**config.mk**
```make
export PLATFORM = sky130hd
export DESIGN_NAME = pipe_stage_reg
export DESIGN_NICKNAME = d
export VERILOG_FILES = /design/src/rtl/pipe_pkg.sv /design/src/rtl/pipe_perf_cnt.sv /design/src/rtl/pipe_stage_reg.sv
export SDC_FILE = /design/constraint.sdc
export NUM_CORES = 1
export LEC_CHECK = 0
export CAP_MARGIN = 20
export CORE_MARGIN = 2
export CORE_UTILIZATION = 51
export DETAILED_ROUTE_END_ITERATION = 8
export GPL_ROUTABILITY_DRIVEN = 0
export PLACE_DENSITY_LB_ADDON = 0.12
export REMOVE_ABC_BUFFERS = 1
export SETUP_SLACK_MARGIN = 0.02
export SLEW_MARGIN = 0
export SYNTH_ARGS = -nofsm -noshare
export SYNTH_HDL_FRONTEND = slang
export SYNTH_SLANG_ARGS = --single-unit
```
**constraint.sdc**
```tcl
create_clock -name clk -period 2.6 [get_ports clk]
set_input_delay 0.52 -clock clk [delete_from_list [all_inputs] [get_ports clk]]
set_output_delay 0.52 -clock clk [all_outputs]
set_load 0.05 [all_outputs]
```
**src/rtl/pipe_pkg.sv**
```systemverilog
// Shared types for the generic pipeline-stage register: occupancy FSM encoding and counter widths.
package pipe_pkg;

  typedef enum logic [1:0] {
    EMPTY = 2'd0,
    ONE   = 2'd1,
    TWO   = 2'd2
  } pipe_st_e;

  localparam int unsigned PIPE_PERF_W  = 32;
  localparam int unsigned PIPE_FLUSH_W = 16;

endpackage

```
**src/rtl/pipe_perf_cnt.sv**
```systemverilog
// Saturating event counter, synchronously cleared by rst; used by pipe_stage_reg perf monitoring.
module pipe_perf_cnt #(
  parameter int unsigned W = 32
) (
  input  logic         clk,
  input  logic         rst,
  input  logic         inc,
  output logic [W-1:0] cnt
);

  always_ff @(posedge clk) begin
    if (rst) begin
      cnt <= '0;
    end else if (inc && (cnt != '1)) begin
      cnt <= cnt + W'(1);
    end
  end

endmodule

```
**src/rtl/pipe_stage_reg.sv**
```systemverilog
// Generic valid/ready pipeline-stage register with optional 2-entry skid buffer, flush and hold.
// Define PIPE_STAGE_PERF_EN to add saturating stall/bubble/flush performance counters.
module pipe_stage_reg
  import pipe_pkg::*;
#(
  parameter int unsigned DATA_W = 64,
  parameter int unsigned CTRL_W = 8,
  parameter int unsigned SKID   = 1
) (
  input  logic              clk,
  input  logic              rst,
  input  logic              flush,
  input  logic              hold,
  input  logic              in_valid,
  output logic              in_ready,
  input  logic [DATA_W-1:0] in_data,
  input  logic [CTRL_W-1:0] in_ctrl,
  output logic              out_valid,
  input  logic              out_ready,
  output logic [DATA_W-1:0] out_data,
  output logic [CTRL_W-1:0] out_ctrl,
  output logic [1:0]        occupancy
`ifdef PIPE_STAGE_PERF_EN
  ,
  output logic [PIPE_PERF_W-1:0]  perf_stall_cnt,
  output logic [PIPE_PERF_W-1:0]  perf_bubble_cnt,
  output logic [PIPE_FLUSH_W-1:0] perf_flush_cnt
`endif
);

  pipe_st_e          state_q, state_d;
  logic [DATA_W-1:0] head_data_q, head_data_d, skid_data_q, skid_data_d;
  logic [CTRL_W-1:0] head_ctrl_q, head_ctrl_d, skid_ctrl_q, skid_ctrl_d;
  logic              in_ready_q;
  logic              out_valid_raw, in_xfer, out_xfer;

  assign out_valid_raw = (state_q != EMPTY);
  assign out_valid     = out_valid_raw & ~hold;
  assign out_data      = head_data_q;
  assign out_ctrl      = head_ctrl_q;
  assign occupancy     = state_q;

  // Skid mode breaks the out_ready -> in_ready path; pass mode allows same-cycle replacement.
  if (SKID != 0) begin : g_skid
    assign in_ready = in_ready_q & ~rst;
  end else begin : g_pass
    assign in_ready = ~rst & (~out_valid_raw | (out_ready & ~hold));
  end

  assign in_xfer  = in_valid & in_ready;
  assign out_xfer = out_valid & out_ready;

  always_comb begin
    state_d     = state_q;
    head_data_d = head_data_q;
    head_ctrl_d = head_ctrl_q;
    skid_data_d = skid_data_q;
    skid_ctrl_d = skid_ctrl_q;
    if (flush) begin
      state_d     = EMPTY;
      head_ctrl_d = '0;
      skid_data_d = '0;
      skid_ctrl_d = '0;
    end else begin
      unique case (state_q)
        EMPTY: begin
          if (in_xfer) begin
            state_d     = ONE;
            head_data_d = in_data;
            head_ctrl_d = in_ctrl;
          end
        end
        ONE: begin
          if (in_xfer && out_xfer) begin
            head_data_d = in_data;
            head_ctrl_d = in_ctrl;
          end else if (in_xfer) begin
            state_d     = TWO;
            skid_data_d = in_data;
            skid_ctrl_d = in_ctrl;
          end else if (out_xfer) begin
            state_d     = EMPTY;
            head_ctrl_d = '0;
          end
        end
        TWO: begin
          if (out_xfer) begin
            state_d     = ONE;
            head_data_d = skid_data_q;
            head_ctrl_d = skid_ctrl_q;
            skid_ctrl_d = '0;
          end
        end
        default: state_d = EMPTY;
      endcase
    end
  end

  always_ff @(posedge clk) begin
    if (rst) begin
      state_q     <= EMPTY;
      head_data_q <= '0;
      head_ctrl_q <= '0;
      skid_data_q <= '0;
      skid_ctrl_q <= '0;
      in_ready_q  <= 1'b1;
    end else begin
      state_q     <= state_d;
      head_data_q <= head_data_d;
      head_ctrl_q <= head_ctrl_d;
      skid_data_q <= skid_data_d;
      skid_ctrl_q <= skid_ctrl_d;
      in_ready_q  <= (state_d != TWO);
    end
  end

  always_ff @(posedge clk) begin
    if (!rst) begin
      assert (!(in_xfer && (state_q == TWO)));
    end
  end

`ifdef PIPE_STAGE_PERF_EN
  pipe_perf_cnt #(.W(PIPE_PERF_W)) u_stall_cnt (
    .clk (clk),
    .rst (rst),
    .inc (out_valid_raw & (hold | ~out_ready)),
    .cnt (perf_stall_cnt)
  );

  pipe_perf_cnt #(.W(PIPE_PERF_W)) u_bubble_cnt (
    .clk (clk),
    .rst (rst),
    .inc ((state_q == EMPTY) & ~rst),
    .cnt (perf_bubble_cnt)
  );

  // Only flushes that actually kill a held beat are counted.
  pipe_perf_cnt #(.W(PIPE_FLUSH_W)) u_flush_cnt (
    .clk (clk),
    .rst (rst),
    .inc (flush & out_valid_raw),
    .cnt (perf_flush_cnt)
  );
`endif

endmodule

```
==> run_results.csv, run 1 <==
group,metric,value,unit
run_status,outcome,"completed",
placed_design,dpl-instance-area,8596,µm²
floorplan,die_x,120.7,µm
synthesis,yosys-mux-area-fraction,0.09227,
clock_tree,clock_latency,0.42,ns
critical_path,cpPeakStageDelay,0.44,ns
cells_and_area,fin_area,9275,µm²
synthesis,synth-simple-area-share,0.1454,
critical_path,end_kind,"flip-flop",
clock_tree,cts_sinks,147,
synthesis,synth-seq-cells,147,
global_routing,antenna_found_initial,0,
cells_and_area,final_layout_size_suffix_gt1_frac,0.1360,
clock_tree,cts_buffers,17,
clock_tree,clock_path_buffers,2,
critical_path,cp_max_fo,22,
floorplan,start_util,0.5243,
synthesis,synthMostInstantiatedCell,"nand2_1",
timing,fin_skew,0.008903,ns
critical_path,arrival,2.80,ns
global_routing,gr-total-overflow,0,
drt,wl_per_cell,16.10,µm
clock_tree,cts_root_buffer,"clkbuf_16",
power_and_ir_drop,cellLeakagePower,3.078,nW
critical_path,cp_cell_sequence,"inv_1 > ha_1 > nor3_1 > a211oi_4 > a211o_4 > buf_4 > a211oi_2",
synthesis,synth_top_cell_by_area,"dfxtp_1",
cells_and_area,antenna_cells,0,
cells_and_area,multi_input_area,3430,µm²
synthesis,netlist_top_cells_count,"nand2_1, dfxtp_1, a21oi_1",
synthesis,avgSynthCellArea,8.498,µm²
synthesis,synthCells,817,
drt,firstDrtPassIters,5,
power_and_ir_drop,power,0.006187,W
cells_and_area,num-nets-final,1026,
synthesis,synth-edff-count,0,
timing,max_freq,405.5,MHz
clock_tree,cts_htree_levels,4,
cells_and_area,syn2layout_area_growth,33.59,%
timing,worst_pin_slew,0.7451,ns
clock_tree,cts_setup_buffers,0,
timing,period_share,0.9484,
power_and_ir_drop,p_seq_frac,0.386,
power_and_ir_drop,clockPowerShare,0.448,
power_and_ir_drop,combPwrFrac,0.166,
synthesis,yosys_most_used_dff,"dfxtp_1",
synthesis,synth_area,6943,µm²
drt,wl,18220,µm
synthesis,synth_top_area_share,0.4239,
hold_path,hold_path.class,"reg2reg",
floorplan,ios,154,
drt,avgViaCountPerCell,5.472,
synthesis,synth_fa_ha_area_frac,0.007209,
drt,drtAntennaViolNets,0,
drt,via_count,6194,
power_and_ir_drop,power_switching,0.001599,W
timing,period_needed,2.466,ns
timing,hold_violations,0,
power_and_ir_drop,peakVddDrop,0.3723,mV
timing,slew_headroom,0.5032,
timing,slew_violations,0,
global_routing,grt_use_total,0.2537,
global_routing,grt_pass1_wl,29410,µm
clock_tree,cts.clk_slew.worst_paths,0.06,ns
placed_design,port_buffers,153,
job,drv_cap,0,
critical_path,crit_required,2.93,ns
synthesis,synth_seq_area_share,0.4239,
synthesis,synth_area_leaders,"dfxtp_1, a211oi_2, nand2_1",
power_and_ir_drop,p_per_area,667.1,nW/µm²
synthesis,yosysWarningCount,0,
clock_tree,cts_tree,"yes",
clock_tree,post_cts_resize_count,0,
clock_tree,cts_hold_buf,0,
floorplan,core_area,13240,µm²
critical_path,criticalPathCategory,"reg2reg",
power_and_ir_drop,p_int,0.004588,W
global_routing,grt_pass1_vias,6059,
critical_path,worst_setup_path_start_kind,"flip-flop",
power_and_ir_drop,switching_share,0.2585,
timing,setup_violations,0,
synthesis,synth_top_family_by_area,"compound AO/OA/AOI/OAI gates",
timing,rsz0062_at_grt,"false",
placed_design,hpwl,11730,µm
drt,drc,0,
floorplan,row_count,42,
cells_and_area,fillCellCount,1051,
synthesis,synth_compound_area_frac,0.2415,
synthesis,synth_cell_types,41,
global_routing,grt_start_max_net_pins,65,
synthesis,synth_xor_area_frac,0.001261,
synthesis,async_flop_share,0,
drt,dr.first_iter.drc_count,600,
cells_and_area,final-seq-area,2943,µm²
critical_path,cpMaxStageDelayCell,"dfxtp_1",
floorplan,die-area,14560,µm²
floorplan,die_height,120.7,µm
==> sequential cells by signal, summed over array words and instances, names as in the netlist <==
signal,flops
in_ready_q,1
occupancy,2
out_ctrl,8
out_data,64
skid_ctrl_q,8
skid_data_q,64
==> cell usage in the layout, fill, tap and decap left out, types with 2 or more instances in the layout <==
cell and instances:
nand3_1 8, a211oi_1 4, clkbuf_16 17, a221oi_1 9, bufinv_16 5, clkdlybuf4s50_1 150
clkbuf_8 6, clkinv_4 2, nor2_1 12, o21ai_1 8, ha_1 3, o21ai_0 8
a21oi_1 129, buf_4 20, inv_1 67, buf_12 5, nand2_1 201, a211oi_2 60
mux2i_1 64, dfxtp_1 147, nor2b_1 2, or2_2 2
==> worst paths after layout <==
check / startpoint / to / slack [ns] / cells after the start
max: occupancy[0] / out_data[8] / 0.13 / 7
min: skid_data_q[58] / skid_data_q[58] / 0.45 / 2
max reg2reg: occupancy[0] / out_data[8] / 0.13 / 7
min reg2reg: skid_data_q[58] / skid_data_q[58] / 0.45 / 2
==> power by group through the flow <==
| stage | sequential, W | clock, W | combinational, W |
|---|---|---|---|
| 4_1_cts | 0.00239 | 0.00281 | 0.00103 |
| 2_1_floorplan | 0.00271 | 0 | 0.000315 |
| 5_1_grt | 0.00240 | 0.00290 | 0.00109 |
| 3_5_place_dp | 0.00244 | 0 | 0.00103 |
| 3_3_place_gp | 0.00244 | 0 | 0.00101 |
| 6_report | 0.00239 | 0.00277 | 0.00103 |
==> layout make-up <==
cell class                      count  share of cell area
Timing Repair Buffer              175              0.1889
Clock buffer                       24             0.05517
Sequential cell                   147              0.3173
Tap cell                          176             0.02374
Multi-Input combinational cell    536              0.3698
Clock inverter                      7             0.01808
Inverter                           67             0.02711
==> metal layers <==
layer | global-route usage | part of all wire | routed length, µm
met5 | 0 | 0 | 0
met4 | 0.09811 | 0.018 | 332
met3 | 0.04953 | 0.058 | 1052
met2 | 0.4280 | 0.49 | 9001
met1 | 0.3199 | 0.43 | 7834
==> critical path: cells and delay by family (launching register included) <==
kind	cells	cell delay (ns)
DFF	1	0.44
buffers and inverters	2	0.40
and+or+nand+nor	1	0.36
AOI/OAI and AO/OA	3	0.74
adders and majority gates	1	0.41
==> stage by stage <==
step / cells / TNS (ns) / setup slack (ns) / hold slack [ns] / utilization
2_1_floorplan: 750 / -387.78 / -5.167 / 0.4360 / -
3_3_place_gp: 1101 / 0 / 0.1845 / 0.4406 / 0.6491
3_5_place_dp: 1101 / 0 / 0.09053 / 0.4434 / 0.6491
4_1_cts: 1132 / 0 / 0.1334 / 0.4543 / 0.7004
5_1_grt: 1132 / 0 / 0.03364 / 0.4664 / 0.7004
6_report: 1132 / 0 / 0.1342 / 0.4529 / 0.7004
==> cell families after synthesis <==
group           after synthesis
fa+ha+maj                     4
xor+xnor                      1
mux                          64
simple gates                240
compound gates              227
flops                       147
buf+inv                     134
Power figures use the tool's default switching activity.
==> run 2, diff against run 1 <==
--- a/config.mk
+++ b/config.mk
@@ -7,7 +7,7 @@
 export LEC_CHECK = 0
 export CAP_MARGIN = 20
 export CORE_MARGIN = 2
-export CORE_UTILIZATION = 51
+export CORE_UTILIZATION = 45
 export DETAILED_ROUTE_END_ITERATION = 8
 export GPL_ROUTABILITY_DRIVEN = 0
 export PLACE_DENSITY_LB_ADDON = 0.12
==> run 2 against run 1 <==
Against the previous run: combinational power about the same; final area up 0.18%; global-route usage down 2.4 points; register-to-register slack better by 0.03 ns; die area up 13%; via count down 0.92%; wire length up 2.0%; non-clock buffer count down 1; sequential power about the same; clock power down 3%; critical path depth unchanged; flip-flop and latch count unchanged.
==> run_results.csv, run 2 (synthesis gave the netlist of run 1 again) <==
group,metric,value,unit
cells_and_area,antenna_cells,0,
critical_path,cpMaxStageDelayCell,"dfxtp_1",
timing,setup_tns,0,ns
critical_path,end_kind,"flip-flop",
floorplan,die_height,128.2,µm
clock_tree,cts.clk_slew.worst_paths,0.06,ns
timing,slew_headroom,0.4720,
floorplan,die-area,16440,µm²
drt,dr.first_iter.drc_count,389,
timing,setup_violations,0,
power_and_ir_drop,cellLeakagePower,3.071,nW
hold_path,worstHoldEndpoint,"skid_data_q[56]",
timing,period_share,0.9386,
timing,slew_violations,0,
global_routing,grt_use_total,0.2301,
cells_and_area,syn2layout_area_growth,33.83,%
timing,rsz0062_at_grt,"false",
global_routing,gr-total-overflow,0,
timing,max_freq,409.8,MHz
clock_tree,cts_setup_buffers,0,
power_and_ir_drop,peakVddDrop,0.4341,mV
critical_path,crit_required,2.92,ns
critical_path,criticalPathCategory,"reg2reg",
cells_and_area,utilization,0.6135,
run_status,outcome,"completed",
critical_path,r2r_cells,7,
floorplan,core_area,15150,µm²
floorplan,die_x,128.2,µm
floorplan,row_count,45,
hold_path,hold_path.class,"reg2reg",
cells_and_area,final_cells,1143,
critical_path,r2r_setup_slack,0.16,ns
floorplan,ios,154,
global_routing,grt_start_max_net_pins,65,
timing,hold_violations,0,
clock_tree,clock_path_buffers,2,
placed_design,dp_cells,1111,
clock_tree,cts_htree_levels,4,
global_routing,antenna_found_initial,0,
cells_and_area,fin_area,9291,µm²
drt,drtAntennaViolNets,0,
clock_tree,cts_root_buffer,"clkbuf_16",
critical_path,r2r_end,"out_data[62]",
timing,worst_pin_slew,0.7920,ns
hold_path,holdPathStages,2,
critical_path,worst_setup_path_start_kind,"flip-flop",
drt,avgViaCountPerCell,5.369,
timing,hold_slack,0.4527,ns
drt,wl,18580,µm
clock_tree,cts_hold_buf,0,
cells_and_area,final_cell_mix,"nand2_1, clkdlybuf4s50_1, dfxtp_1",
global_routing,grt_pass1_vias,6068,
critical_path,r2r_start,"occupancy[0]",
floorplan,start_util,0.4584,
cells_and_area,final_common_cell,"nand2_1",
critical_path,cp_cell_sequence,"inv_1 > ha_1 > nor4b_4 > a211oi_4 > a211o_4 > buf_12 > a211oi_1",
critical_path,crit_start,"occupancy[0]",
timing,period_needed,2.440,ns
critical_path,cpPeakStageDelay,0.45,ns
power_and_ir_drop,p_per_area,659.9,nW/µm²
critical_path,arrival,2.76,ns
global_routing,grt_pass1_wl,30020,µm
timing,fin_skew,0.005293,ns
cells_and_area,final_layout_size_suffix_gt1_frac,0.1340,
placed_design,dpl-instance-area,8633,µm²
hold_path,hold_start,"skid_data_q[56]",
clock_tree,clock_latency,0.41,ns
clock_tree,post_cts_resize_count,0,
job,drv_cap,0,
critical_path,cp_max_fo,41,
clock_tree,cts_tree,"yes",
placed_design,port_buffers,153,
drt,drc,0,
drt,wl_per_cell,16.25,µm
cells_and_area,num-nets-final,1025,
drt,firstDrtPassIters,5,
clock_tree,cts_buffers,17,
drt,via_count,6137,
placed_design,hpwl,11670,µm
clock_tree,cts_sinks,147,
-- run 2: worst max-delay path: cells and delay by family (launching register included) --
kind / cells / cell delay (ns)
simple gates: 1 / 0.36
compound gates: 3 / 0.75
buf+inv: 2 / 0.35
fa+ha+maj: 1 / 0.40
flops: 1 / 0.45
-- run 2: final cells by class --
type                       count  area [µm²]
fill                        1287        5854
tap                          188       235.2
inverter                      67       251.5
timing repair buffer         174        1782
clock buffer                  22       474.2
sequential                   147        2943
clock inverter                 9       176.4
multi-input combinational    536        3430
-- run 2: power breakdown --
| group | total, W | switching, W | leakage [nW] | internal, W |
|---|---|---|---|---|
| combinational | 0.00104 | 0.000637 | 1.56 | 0.000401 |
| sequential | 0.00239 | 0.0000518 | 1.19 | 0.00234 |
| clock | 0.00270 | 0.000929 | 0.316 | 0.00177 |
| total | 0.00613 | 0.00162 | 3.07 | 0.00451 |
-- run 2: per-layer routing --
metal  part of all wire  vias up  GRT usage
li1                   -     3007          -
met5                  0        -          0
met2               0.48      180     0.3870
met3              0.064       28    0.06010
met4              0.020        0    0.08597
met1               0.43     2922     0.2830
-- run 2: worst max path at each step --
| stage | cells past startpoint | end | slack [ns] |
|---|---|---|---|
| 2_1_floorplan | 5 | out_data[0] | -5.17 |
| 3_3_place_gp | 6 | out_data[62] | 0.08 |
| 3_5_place_dp | 6 | out_data[62] | 0.01 |
| 4_1_cts | 7 | out_data[62] | 0.07 |
| 5_1_grt | 7 | out_data[1] | 0.03 |
| 6_report | 7 | out_data[62] | 0.16 |
-- run 2: through the flow --
step	total power (W)	setup slack, ns
2_1_floorplan	0.003024	-5.167
3_3_place_gp	0.003459	0.08358
3_5_place_dp	0.003474	0.01499
4_1_cts	0.006173	0.06850
5_1_grt	0.006334	0.03225
6_report	0.006132	0.1595
